===== src/rtl/seg7_scan_ctrl.sv =====
// Time-multiplexed scan controller for a 4-digit common-anode 7-segment display.
// Each digit slot is a blanking interval followed by an on interval. The segment pattern is captured once per slot.
module seg7_scan_ctrl #(
  parameter int unsigned DIGIT_TICKS = 50000,
  parameter int unsigned BLANK_TICKS = 500
) (
  input  logic       i_clk,
  input  logic       i_rst,
  input  logic       i_en,
  input  logic [3:0] i_digit_en,
  input  logic [7:0] i_mux_data,
  output logic [1:0] o_ctrl,
  output logic [7:0] o_seg,
  output logic [3:0] o_an,
  output logic       o_frame
);

  localparam int unsigned CW       = $clog2(DIGIT_TICKS);
  localparam int unsigned ON_TICKS = DIGIT_TICKS - BLANK_TICKS;
  localparam logic [CW-1:0] BLANK_LAST = CW'(BLANK_TICKS - 1);
  localparam logic [CW-1:0] ON_LAST    = CW'(ON_TICKS - 1);

  typedef enum logic [1:0] {
    IDLE  = 2'd0,
    BLANK = 2'd1,
    ON    = 2'd2
  } state_t;

  state_t        state;
  logic [1:0]    digit;
  logic [CW-1:0] cnt;
  logic [3:0]    an_on_c;

  // Anode pattern for the current digit while lit; a disabled digit stays dark.
  always_comb begin
    an_on_c = 4'b1111;
    if (i_digit_en[digit]) begin
      an_on_c = ~(4'b0001 << digit);
    end
  end

  assign o_ctrl = digit;

  always_ff @(posedge i_clk or negedge i_rst) begin
    if (!i_rst) begin
      state   <= IDLE;
      digit   <= 2'd0;
      cnt     <= '0;
      o_seg   <= 8'h00;
      o_an    <= 4'b1111;
      o_frame <= 1'b0;
    end else begin
      o_frame <= 1'b0;
      case (state)
        IDLE: begin
          digit <= 2'd0;
          cnt   <= '0;
          o_an  <= 4'b1111;
          if (i_en) begin
            state <= BLANK;
          end
        end
        BLANK: begin
          if (!i_en) begin
            state <= IDLE;
            digit <= 2'd0;
            cnt   <= '0;
            o_an  <= 4'b1111;
          end else if (cnt == BLANK_LAST) begin
            // The mux has had the whole blank interval to settle on this digit.
            state <= ON;
            cnt   <= '0;
            o_seg <= i_mux_data;
            o_an  <= an_on_c;
          end else begin
            cnt  <= cnt + CW'(1);
            o_an <= 4'b1111;
          end
        end
        ON: begin
          if (!i_en) begin
            state <= IDLE;
            digit <= 2'd0;
            cnt   <= '0;
            o_an  <= 4'b1111;
          end else if (cnt == ON_LAST) begin
            state   <= BLANK;
            cnt     <= '0;
            digit   <= digit + 2'd1;
            o_an    <= 4'b1111;
            o_frame <= (digit == 2'd3);
          end else begin
            cnt  <= cnt + CW'(1);
            o_an <= an_on_c;
          end
        end
        default: begin
          state <= IDLE;
          digit <= 2'd0;
          cnt   <= '0;
          o_an  <= 4'b1111;
        end
      endcase
    end
  end

endmodule


===== config.mk =====
export PLATFORM = sky130hd
export DESIGN_NAME = seg7_scan_ctrl
export DESIGN_NICKNAME = d
export VERILOG_FILES = /design/src/rtl/seg7_scan_ctrl.sv
export SDC_FILE = /design/constraint.sdc
export NUM_CORES = 1
export LEC_CHECK = 0
export ABC_CLOCK_PERIOD_IN_PS = 2000
export CAP_MARGIN = 20
export CORE_MARGIN = 2
export CORE_UTILIZATION = 33
export DETAILED_ROUTE_END_ITERATION = 8
export PLACE_DENSITY = 0.66
export SLEW_MARGIN = 20
export SYNTH_ARGS = -nofsm -noshare
export SYNTH_HDL_FRONTEND = slang
export SYNTH_SLANG_ARGS = --single-unit

===== constraint.sdc =====
create_clock -name i_clk -period 2 [get_ports i_clk]
set_input_delay 0.2 -clock i_clk [delete_from_list [all_inputs] [get_ports i_clk]]
set_output_delay 0.2 -clock i_clk [all_outputs]
set_load 0.02 [all_outputs]

Yosys cells after proc, flatten, opt, wreduce, memory -nomap -nowiden --
Index checks and enable logic that the tools add are counted.
Word-level totals: flip-flop bits (word level) 33, latch bits 0, RAM bits 0, memory bits (read-only) 0, input bits 15, output and inout bits 15, logic and storage cells 50, memories kept 0
Cells by class: add/sub/neg operators 2, $mul 0, divide/modulo/power cells 0, magnitude comparators 1, eq/ne operators 9, shift operators 1, mux-type cells 26, bitwise logic cells 1, reductions and logical operators 4
Operators with widths (count):
- 16-bit 2-to-1 mux | 4
- 16-bit one-hot mux with 2 select lines | 1
- 4-bit 2-to-1 mux | 5
- 16-bit by 1-bit adder with 16-bit output (second input constant) | 1
- 16-bit == test (second input constant) | 1
- 16-bit by 9-bit == test with 1-bit output (second input constant) | 1
- 2-bit 2-to-1 mux | 8
- 4-bit one-hot mux with 2 select lines | 1
- 3-bit != test (second input constant) | 2
- 2-bit one-hot mux with 3 select lines | 1
- 3-bit AND reduction | 2
- 2-bit == test (second input constant) | 2
- 1-bit 2-to-1 mux | 4
- 2-bit != test (second input constant) | 2
- 4-bit NOT | 1
- 2-bit one-hot mux with 2 select lines | 1
- 1-bit by 2-bit left shift with 4-bit output (first input constant) | 1
- 2-bit by 3-bit < comparator with 1-bit output (second input constant) | 1
- 2-bit by 1-bit adder with 2-bit output (second input constant) | 1
- 1-bit binary-select mux with 2-bit select | 1
- 2-bit by 1-bit == test with 1-bit output (second input constant) | 1
- 2-bit logical NOT | 1
- 2-bit AND reduction | 1

Longest topological paths before layout --
Gate-level depths: netlist (run 1).
depth after elaboration 6, depth in mapped cells 7, mapped depth without buffers 6

Least setup slack after synthesis (run 1) --
No wires, ideal clock.
kind register to register, start point reg cnt[0], end point reg o_seg[0], library setup time 125 ps, arrival 1567 ps, data required time 1875 ps, setup slack 308 ps, stages on the path, launching flop included 6, buffers on the path 0, clock period less this slack 1692 ps, cells stage by stage dfrtp_1 > ha_1 > and4bb_2 > nand4_2 > nor2_4 > mux2_2
Between the ends: cells in the longest elaborated chain, start to end 2
RTL lines:
- start, declared | line 31 | logic [CW-1:0] cnt;
- start signal, assigned | line 76 | cnt <= cnt + CW'(1);
- start signal, assigned | line 93 | cnt <= cnt + CW'(1);
- 16-bit by 9-bit == test with 1-bit output | line 69 | end else if (cnt == BLANK_LAST) begin
- 3-bit AND reduction (no source line)
- end signal, assigned | line 73 | o_seg <= i_mux_data;
- end, declared | line 13 | output logic [7:0] o_seg,
No other way between the ends. A chain may end at the register's enable or synchronous reset.

Worst setup path after layout (run 1) --
start point reg cnt[0], end point reg o_seg[7]
Same word-level chain as after synthesis.

==> results of run 1 <==
[how the worst max path moves through the flow]
stage / from / endpoint / slack (ps) / cells past startpoint
2_1_floorplan: cnt[0] / o_seg[0] / 310 / 5
3_3_place_gp: cnt[0] / o_seg[3] / 160 / 5
3_5_place_dp: cnt[0] / o_seg[7] / 110 / 5
4_1_cts: cnt[0] / o_seg[7] / 90 / 5
5_1_grt: cnt[0] / cnt[6] / 20 / 6
6_report: cnt[0] / o_seg[7] / 140 / 5
[state kept, by name, indices dropped and copies added (netlist names)]
name and flops:
o_ctrl 2, o_an 4, o_frame 1, state 2, cnt 16, o_seg 8
[stage by stage]
| stage | instances | instance area [um^2] | utilization |
|---|---|---|---|
| detailed placement | 256 | 2080 | 0.413 |
| floorplan | 157 | 1710 | - |
| global route | 264 | 2210 | 0.438 |
| finish | 264 | 2210 | 0.438 |
| CTS | 264 | 2200 | 0.436 |
| global placement | 256 | 2080 | 0.413 |
[worst max-delay path, stage by stage, from the launching register on]
cell and delay (ps):
dfrtp_1 360, ha_1 240, and4bb_2 300, nand4_4 170
nor2_4 290, mux2_2 370
[metal layers]
| metal | routed length, um | part of all wire | vias up | GRT usage |
|---|---|---|---|---|
| li1 | - | - | 614 | - |
| met1 | 1560 | 0.49 | 588 | 0.158 |
| met2 | 1420 | 0.45 | 30 | 0.174 |
| met3 | 159 | 0.050 | 5 | 0.0391 |
| met4 | 42 | 0.013 | 0 | 0.0491 |
| met5 | 0 | 0 | - | 0 |
[logic make-up after synthesis]
| logic type | after synthesis | synth area share |
|---|---|---|
| muxes | 9 | 0.0658 |
| AOI/OAI and AO/OA | 16 | 0.0563 |
| DFF | 33 | 0.486 |
| adders and majority gates | 9 | 0.0658 |
| buffers and inverters | 6 | 0.0176 |
| xor gates and xnor gates | 14 | 0.0717 |
| and+or+nand+nor | 70 | 0.237 |
[timing repair]
item                                    4_1_cts  5_1_grt
resized for setup                             0        1
endpoints found under the hold margin         0        0
endpoints found under the setup margin        0        8
[area by class of cell]
type | count | area share
tap | 70 | 0.0396
multi-input combinational | 118 | 0.388
clock inverter | 1 | 0.0136
timing repair buffer | 30 | 0.135
sequential | 33 | 0.376
clock buffer | 7 | 0.0391
inverter | 5 | 0.00849
[power by group]
group          total, mW  switching [mW]  internal, mW
logic              0.371           0.212         0.159
clock network      0.635           0.229         0.406
registers          0.768          0.0240         0.744
[cells in the mapped netlist (3+ instances only)]
master and instances:
and4bb_2 3, xnor2_1 8, nand2_1 16, nor2_1 19, and3_1 3, mux2_2 8, nor3_1 3, dfrtp_1 29
nor2b_1 3, xor2_1 6, dfstp_2 4, inv_1 5, and4_1 3, ha_1 9, nand3_1 6, o21ai_0 13
==> impl_metrics.json, run 1 <==
{
  "grt_usage": 0.117,
  "synth-edff-count": 0,
  "total_power_mw": 1.77,
  "grt_max_degree": 34,
  "power_density_nw_per_um2": 803,
  "clk_path_buf_depth": 2,
  "setup_ws_ps": 142,
  "ant_nets": 0,
  "cap_violations": 0,
  "layout_common_cells": "dfrtp_1 (29), clkdlybuf4s50_1 (29), nor2_1 (19), nand2_1 (16), o21ai_0 (13)",
  "die_area_um2": 5780,
  "wl_um": 3180,
  "dpl.hpwl_um": 2310,
  "avgRoutedWirePerCell_um": 12.0,
  "rsz0062_at_grt": "false",
  "seq_area_um2": 831,
  "dr_total_vias": 1237,
  "avgSynthCellArea_um2": 10.9,
  "start_util": 0.339,
  "worst-r2r-cell-count": 5,
  "fmax_ghz": 0.538,
  "cts_tree": "yes",
  "drcViolationCount": 0,
  "crit_arrival_ps": 2020,
  "ir_worst_vdd_v": 0.000353,
  "drt-pass1-iter-count": 4,
  "drt_iter0_markers": 105,
  "synth_ff_type": "dfrtp_1",
  "die_y_um": 76.0,
  "crit_required_ps": 2160,
  "root_buffer": "clkbuf_8",
  "synth_area_leaders": "dfrtp_1 (42%), ha_1 (6.6%), dfstp_2 (6.1%), mux2_2 (5.3%), nor2_1 (4.2%)",
  "fin_crit_ps": 1860,
  "io_buffers": 29,
  "place.gp.congestion": 0.775,
  "end_kind": "flop",
  "syn-num-nets": 181,
  "min_period_over_period": 0.929,
  "synth_top_area_cell": "dfrtp_1",
  "fin_skew_ps": 2.09,
  "htreeDepth": 2,
  "synth_seq_area_share": 0.486,
  "rr_startpoint": "cnt[0]",
  "worst_slew_pin_slew_ps": 515,
  "syn_to_final_growth_pct": 29.2,
  "crit_fanout": 8,
  "die-width_um": 76.0,
  "whs_ps": 324,
  "power.leakage_nw": 0.898,
  "synth-seq-cells": 33,
  "ff2ff_setup_slack_ps": 140,
  "hold_viol": 0,
  "place_ws_ps": 113,
  "fillers": 480,
  "post_cts_buffers": 0,
  "grt_pass1_wl_um": 5510,
  "finalSetupTns_ps": 0,
  "ys_warn_count": 0,
  "synth_top_area_frac": 0.424,
  "clock_sinks": 33,
  "finalMaxSlewViolations": 0,
  "diodes": 0,
  "cts_buffers": 5,
  "regToRegEndpoint": "o_seg[7]",
  "pin_count": 30,
  "synth_cell_types": 33,
  "cts_hold_buffers": 0,
  "clk_pin_slew_ps": 70,
  "worstSetupPathType": "flop to flop",
  "syn_area_um2": 1710,
  "grt_pass1_vias": 1186,
  "crit_path_start_kind": "flop",
  "core_area_um2": 5040,
  "multiInputGateArea_um2": 858,
  "rows": 26,
  "antenna_found_initial": 0,
  "viasPerCell": 4.69,
  "drive_above_1_share": 0.165,
  "hold_class": "primary input to async pin",
  "grt.overflow.total": 0,
  "syn_inst": 157,
  "ys_async_sr_fraction": 1.00,
  "setup_viol": 0,
  "clk-insertion-delay-late_ps": 270,
  "slew_headroom": 0.654,
  "final_nets": 217,
  "status": "finished clean"
}
Power figures use the tool's default switching activity.
==> run 2: changes to the inputs <==
--- a/config.mk
+++ b/config.mk
@@ -5,12 +5,12 @@
 export SDC_FILE = /design/constraint.sdc
 export NUM_CORES = 1
 export LEC_CHECK = 0
-export ABC_CLOCK_PERIOD_IN_PS = 2000
+export ABC_CLOCK_PERIOD_IN_PS = 1700
 export CAP_MARGIN = 20
 export CORE_MARGIN = 2
 export CORE_UTILIZATION = 33
 export DETAILED_ROUTE_END_ITERATION = 8
-export PLACE_DENSITY = 0.66
+export PLACE_DENSITY = 0.68
 export SLEW_MARGIN = 20
 export SYNTH_ARGS = -nofsm -noshare
 export SYNTH_HDL_FRONTEND = slang
==> constraint.sdc (replaced) <==
create_clock -name i_clk -period 1.7 [get_ports i_clk]
set_input_delay 0.17 -clock i_clk [delete_from_list [all_inputs] [get_ports i_clk]]
set_output_delay 0.17 -clock i_clk [all_outputs]
set_load 0.02 [all_outputs]
==> run 2 against run 1 <==
  * The flow now finishes with violations (negative setup slack)
  * Clock power is 39% higher
  * Die area is the same
  * Largest power group unchanged
  * First-iteration DRC count is 68% lower
  * Highest routed layer unchanged
==> impl_metrics.json, run 2 (synthesized netlist as in run 1, its figures left out) <==
{
  "status": "complete, but fails checks",
  "violations": "negative setup slack",
  "regToRegEndpoint": "o_seg[2]",
  "worstSetupPathType": "flop to flop",
  "clk_path_buf_depth": 2,
  "hold_viol": 0,
  "final_nets": 235,
  "crit_fanout": 8,
  "fin_skew_ps": 11.5,
  "antenna_found_initial": 0,
  "gr-usage-met2": 0.214,
  "cts_tree": "yes",
  "place_ws_ps": -86.3,
  "drcViolationCount": 0,
  "worst-r2r-cell-count": 5,
  "multiInputGateArea_um2": 913,
  "fmax_ghz": 0.573,
  "core_area_um2": 5040,
  "total_power_mw": 2.31,
  "crit_path_start_kind": "flop",
  "fillers": 469,
  "reg_top3": "cnt: 16 flops, o_seg: 8 flops, o_an: 4 flops",
  "fin_crit_ps": 1750,
  "crit_arrival_ps": 1930,
  "die-width_um": 76.0,
  "setup_ws_ps": -46.0,
  "final_util": 0.481,
  "start_util": 0.339,
  "ant_nets": 0,
  "layout_common_cells": "clkdlybuf4s50_1 (29), dfrtp_1 (28), nor2_1 (18), nand2_1 (16), buf_4 (16)",
  "wl_um": 3600,
  "mostFrequentLayoutCell": "clkdlybuf4s50_1",
  "clock_sinks": 33,
  "largest-register": "cnt",
  "dr_total_vias": 1331,
  "dpl.hpwl_um": 2440,
  "viasPerCell": 4.72,
  "place.gp.congestion": 0.733,
  "power.leakage_nw": 1.05,
  "worst_slew_pin_slew_ps": 408,
  "hold_class": "primary input to async pin",
  "htreeDepth": 2,
  "grt_usage": 0.137,
  "rows": 26,
  "min_period_over_period": 1.03,
  "power_density_nw_per_um2": 951,
  "seq_area_um2": 832,
  "crit_required_ps": 1880,
  "ir_worst_vdd_v": 0.000471,
  "rsz0062_at_grt": "true",
  "ff2ff_setup_slack_ps": -50,
  "grt_max_degree": 34,
  "diodes": 0,
  "avgRoutedWirePerCell_um": 12.8,
  "pin_count": 30,
  "drive_above_1_share": 0.264,
  "die_area_um2": 5780,
  "clk_pin_slew_ps": 70,
  "end_kind": "flop",
  "grt_pass1_wl_um": 6240,
  "io_buffers": 29,
  "root_buffer": "clkbuf_8",
  "met3_usage": 0.0474,
  "met1_usage": 0.174,
  "clk-insertion-delay-late_ps": 300,
  "busiest_layer": "met2",
  "drt-pass1-iter-count": 4,
  "setup_viol": 10,
  "largest_register_ffs": 16,
  "slew_headroom": 0.728,
  "rr_startpoint": "cnt[10]",
  "die_y_um": 76.0,
  "drt_iter0_markers": 34,
  "whs_ps": 270,
  "grt_pass1_vias": 1346,
  "syn_to_final_growth_pct": 41.9,
  "grt.overflow.total": 0,
  "finalMaxSlewViolations": 0,
  "cts_buffers": 5,
  "cap_violations": 0
}
-- run 2: how the worst max path moves through the flow --
stage,cells after the start,slack [ps],endpoint,startpoint
after floorplan,5,8,o_seg[0],cnt[0]
after global placement,4,-70,o_seg[4],cnt[10]
after detailed placement,4,-90,o_seg[7],cnt[10]
after CTS,5,-30,o_seg[2],cnt[13]
after global routing,5,-90,o_seg[1],cnt[10]
final,5,-50,o_seg[2],cnt[10]
-- run 2: where the power goes --
part | switching (mW) | internal (mW)
clock network | 0.302 | 0.582
registers | 0.0277 | 0.876
logic | 0.301 | 0.221
total | 0.631 | 1.68
-- run 2: stage by stage --
| stage | instance area (um^2) | instances | TNS (ps) |
|---|---|---|---|
| finish | 2430 | 282 | -265 |
| global placement | 2180 | 269 | -505 |
| detailed placement | 2180 | 269 | -549 |
| CTS | 2370 | 280 | -128 |
| global route | 2430 | 282 | -1250 |
| floorplan | 1710 | 157 | 0 |
-- run 2: timing repair --
action | in CTS | in global routing
setup endpoints to repair | 18 | 27
pin swaps | 4 | 6
gates cloned | 0 | 1
hold buffers | 0 | 0
resized for setup | 6 | 13
setup buffers | 3 | 1
-- run 2: critical path: stages, from the launching register on --
cell     delay, ps
dfrtp_1        410
nor4_4         360
nand4_2        220
nor2_4         180
buf_12         140
mux2_2         330
-- run 2: final cells by class --
class | count | share of cell area
timing repair buffer | 47 | 0.182
clock buffer | 5 | 0.0284
clock inverter | 3 | 0.0268
tap | 70 | 0.0361
sequential | 33 | 0.343
multi-input combinational | 119 | 0.376
inverter | 5 | 0.00773
-- run 2: routing by layer --
metal  wire length [um]  part of all wire  up-vias
met5                  0                 0        -
met4                 69             0.019        0
met3                158             0.044        8
met2               1700              0.47       29
met1               1670              0.46      642
li1                   -                 -      652
